$ cat src/rtl/mux_arbiter.sv
// Two-requester round-robin arbiter sharing one WIDTH-bit 2:1 mux datapath.
// The grant is locked for a whole packet (through the beat flagged last), and
// the selected beat is registered into a one-entry output stage.
module mux_arbiter #(
    parameter int unsigned WIDTH = 16
) (
    input  logic             clk,
    input  logic             reset_n,
    input  logic             req0_valid_i,
    input  logic             req0_last_i,
    input  logic [WIDTH-1:0] req0_data_i,
    output logic             req0_ready_o,
    input  logic             req1_valid_i,
    input  logic             req1_last_i,
    input  logic [WIDTH-1:0] req1_data_i,
    output logic             req1_ready_o,
    output logic             out_valid_o,
    output logic             out_last_o,
    output logic [WIDTH-1:0] out_data_o,
    input  logic             out_ready_i,
    output logic             sel_o
);

    typedef enum logic [1:0] {
        StIdle   = 2'd0,
        StGrant0 = 2'd1,
        StGrant1 = 2'd2
    } state_e;

    state_e           state_q, state_d;
    logic             last_grant_q, last_grant_d;
    logic             out_valid_q, out_valid_d;
    logic             out_last_q, out_last_d;
    logic [WIDTH-1:0] out_data_q, out_data_d;

    logic             space;
    logic             accept0;
    logic             accept1;
    logic             accept;
    logic             mux_last;
    logic [WIDTH-1:0] mux_data;

    // Mux select, handshakes and the muxed beat, all decoded from the granted state.
    always_comb begin
        sel_o        = (state_q == StGrant1);
        // Output stage can take a beat if empty or being drained this cycle.
        space        = !out_valid_q | out_ready_i;
        req0_ready_o = (state_q == StGrant0) & space;
        req1_ready_o = (state_q == StGrant1) & space;
        accept0      = req0_valid_i & req0_ready_o;
        accept1      = req1_valid_i & req1_ready_o;
        accept       = accept0 | accept1;
        mux_data     = sel_o ? req1_data_i : req0_data_i;
        mux_last     = sel_o ? req1_last_i : req0_last_i;
    end

    // Arbitration: pick the requester that did not win last time on a tie,
    // then hold the grant until its last beat is accepted.
    always_comb begin
        state_d      = state_q;
        last_grant_d = last_grant_q;
        unique case (state_q)
            StIdle: begin
                if (req0_valid_i && req1_valid_i) begin
                    if (last_grant_q) begin
                        state_d      = StGrant0;
                        last_grant_d = 1'b0;
                    end else begin
                        state_d      = StGrant1;
                        last_grant_d = 1'b1;
                    end
                end else if (req0_valid_i) begin
                    state_d      = StGrant0;
                    last_grant_d = 1'b0;
                end else if (req1_valid_i) begin
                    state_d      = StGrant1;
                    last_grant_d = 1'b1;
                end
            end
            StGrant0: begin
                if (accept0 && req0_last_i) begin
                    state_d = StIdle;
                end
            end
            StGrant1: begin
                if (accept1 && req1_last_i) begin
                    state_d = StIdle;
                end
            end
            default: begin
                state_d = StIdle;
            end
        endcase
    end

    // Output stage: load on accept, clear valid on drain, otherwise hold.
    always_comb begin
        out_valid_d = out_valid_q;
        out_last_d  = out_last_q;
        out_data_d  = out_data_q;
        if (accept) begin
            out_valid_d = 1'b1;
            out_last_d  = mux_last;
            out_data_d  = mux_data;
        end else if (out_ready_i && out_valid_q) begin
            // Data is kept after drain; only valid drops.
            out_valid_d = 1'b0;
        end
    end

    // State registers; reset discards any in-flight packet and held beat.
    always_ff @(posedge clk or negedge reset_n) begin
        if (!reset_n) begin
            state_q      <= StIdle;
            last_grant_q <= 1'b1;
            out_valid_q  <= 1'b0;
            out_last_q   <= 1'b0;
            out_data_q   <= '0;
        end else begin
            state_q      <= state_d;
            last_grant_q <= last_grant_d;
            out_valid_q  <= out_valid_d;
            out_last_q   <= out_last_d;
            out_data_q   <= out_data_d;
        end
    end

    assign out_valid_o = out_valid_q;
    assign out_last_o  = out_last_q;
    assign out_data_o  = out_data_q;

endmodule

$ cat config.mk
export PLATFORM = sky130hd
export DESIGN_NAME = mux_arbiter
export DESIGN_NICKNAME = d
export VERILOG_FILES = /design/src/rtl/mux_arbiter.sv
export SDC_FILE = /design/constraint.sdc
export NUM_CORES = 1
export LEC_CHECK = 0
export ABC_AREA = 1
export CORE_ASPECT_RATIO = 0.7
export CORE_MARGIN = 2
export CORE_UTILIZATION = 39
export DETAILED_ROUTE_END_ITERATION = 7
export PLACE_DENSITY_LB_ADDON = 0.08
export SLEW_MARGIN = 20
export SYNTH_ARGS = -nofsm -noshare
export SYNTH_HDL_FRONTEND = slang
export SYNTH_SLANG_ARGS = --single-unit
$ cat constraint.sdc
create_clock -name clk -period 1.5 [get_ports clk]
set_input_delay 0.3 -clock clk [delete_from_list [all_inputs] [get_ports clk]]
set_output_delay 0.3 -clock clk [all_outputs]
set_load 0.03 [all_outputs]
==> qor.txt <==
status: finished with violations
failing checks: setup timing
Layout fillers: 231
design area: 1987 µm²
Rel. slew slack: 79.32%
fmax: 662.3 MHz
boundary pin count: 60
DP Area: 1822 µm²
Max Fanout on Critical Path: 10
worst vdd ir: 0.001248 V
largest net degree at the start of global routing: 22
Final setup viols: 1
Final Cycle Share: 100.7%
Power Density: 2079 nW/µm²
#FFs+latches synth: 21
post-place setup slack: -75.14 ps
worst setup margin: -9.989 ps
post-synth top area share: 43.34%
vias in the first global route: 1214
drt pass-1 iters: 4
max-slew violations: 0
non-filler cells in the finished layout: 271
Routed WL per cell: 13.26 µm
layout cells sized above 1: 16.60%
synth top area cells: dfrtp_1 (43%), nand2_1 (30%), nand3_1 (8.7%), buf_6 (2.9%), dfstp_2 (2.3%)
HP Class: in2async
Pint: 2094 µW
Syn Nets: 199
Post-CTS Hold Buffers: 0
TritonCTS buffer count: 3
Die Wd: 69.04 µm
CTS sink cnt: 21
Vias: 1328
drt first-iter violations: 128
# rows: 16
area delta synth->final: 72.05%
die height: 49.53 µm
P_leak: 0.001059 µW
Post-Place Cells: 261
Clock Power Share: 9.1%
Synth Instances: 160
initial antenna violation count: 0
Core Box Area: 2803 µm²
Net Sw Power: 2037 µW
PortBufs: 59
RePlAce Congestion: 0.7504
worst-margin pin slew: 311.4 ps
htree depth: 1
register area share after synthesis: 45.61%
Worst Setup Path Type: reg2out
Antenna Cells: 0
mean area per synthesized cell: 7.218 µm²
total track usage: 21.46%
Max Cap Viol: 0
Skew-Pair Late Insertion Delay: 260 ps
Die Area: 3420 µm²
Via density: 4.900
Min Hold Slack: 375.2 ps
Antenna Nets Post-Route: 0
Mapped Area: 1155 µm²
DP Wirelength: 2.498 mm
first-pass GRT wire length: 5.809 mm
clk_skew: 0.9454 ps
Routed WL: 3.594 mm
Max clock buf depth: 2
critical path startpoint: state_q[0]$_DFFE_PN0P_
Net Sw Frac: 49.32%
sequential power share: 24.8%
Layout Nets: 275
dominant cell type by area after synthesis: dfrtp_1
clk slew on worst S/H paths: 80 ps
CTS Root Cell: clkbuf_8
RSZ-0062 raised after global routing: yes
min Tclk post-route: 1510 ps
Gate power share: 66.1%
Syn. warnings: 0
arrival time worst endpoint: 1210 ps
Startpoint Class: register
CTS tree: yes
Crit path required time: 1200 ps
crit path capture type: output port
synth unique cells: 18
initial core utilization: 41.21%
drc violations: 0
final hold violations: 0
overflow left after global routing: 0
Worst R2R Start: out_valid_o$_DFFE_PN0P_
-- worst max-delay path: stages (launching register included) --
cell and delay (ps):
dfrtp_1 430, inv_2 150, nand2_8 100, nor2_4 130, buf_6 140
-- flip-flops by register name, summed over array words and instances (netlist names) --
register,cells
last_grant_q,1
out_data_o,16
out_last_o,1
out_valid_o,1
state_q,2
-- logic make-up (layout without fill, tap and decap cells) --
family	count (synthesis)	count (layout)	share of synthesized area [%]
buffers and inverters	14	88	8.017
DFF	21	21	45.61
and+or+nand+nor	123	124	45.50
AOI/OAI and AO/OA	2	2	0.8668
-- layout make-up --
cell class	instances	area (µm²)	share of cell area [%]
flip-flops and latches	21	528.0	26.57
inverters	7	26.28	1.322
repair buffers	77	738.2	37.15
well taps	36	45.04	2.267
multi-input cells	126	603.1	30.35
clock inverters	1	5.005	0.2519
clock buffers	3	41.29	2.078
-- metal layers --
metal	up-vias	track usage (%)	wire length, µm
met1	625	29.43	1578
li1	653	-	-
met2	46	34.78	1780
met3	4	4.908	203
met5	-	0	0
met4	0	4.902	32
-- stage by stage --
step / total power, µW / utilization, % / setup TNS [ps]
5_1_grt: 4472 / 70.89 / -141.8
6_report: 4131 / 70.89 / -9.989
2_1_floorplan: 2626 / - / 0
4_1_cts: 3859 / 67.23 / 0
3_5_place_dp: 3546 / 65.00 / -833.3
3_3_place_gp: 3483 / 65.00 / -629.2
-- timing repair --
item                                    4_1_cts  5_1_grt
setup buffers                                 3        3
endpoints found under the setup margin       20       21
gates resized for setup                      26        9
cloned                                        0        1
pin swaps                                     1        1
-- Yosys cell counts --
cell	count
nor3_1	1
nand3_2	1
buf_6	3
inv_1	7
buf_2	2
nor2_2	2
nand4_1	1
nand2_2	1
nand3_4	1
o21ai_0	2
nand2_1	91
dfstp_2	1
nand3_1	20
buf_8	1
dfrtp_1	20
buf_4	1
nand2_4	1
nor2_1	4
-- path summary, 6_finish.rpt --
check                                        endpoint  slack, ps  depth (start not counted)
max                                      req1_ready_o        -10                          4
min                        out_data_o[11]$_DFFE_PN0P_        380                          2
max reg2reg                out_data_o[10]$_DFFE_PN0P_        100                          8
min reg2reg                    out_last_o$_DFFE_PN0P_        500                          2
max in group asynchronous    last_grant_q$_DFFE_PN1P_        860                          2
min in group clk               out_last_o$_DFFE_PN0P_        500                          2
-- power by group through the flow --
stage	logic, µW	clock network, µW	registers, µW
after floorplan	1190	0	1440
after global placement	2460	0	1020
after detailed placement	2520	0	1020
after CTS	2460	381	1020
after global routing	2990	419	1060
final	2730	375	1030
-- cells in the final DEF (no fill, tap or decap), drive strengths merged --
cell	count
clkinv	1
buf	21
dfstp	1
clkdlybuf4s50	37
nand2	94
inv	7
o21ai	2
nand4	1
dfrtp	20
dlygate4sd2	19
clkbuf	3
nor3	1
nor2	6
nand3	22
(Power assumes the default switching activity.)
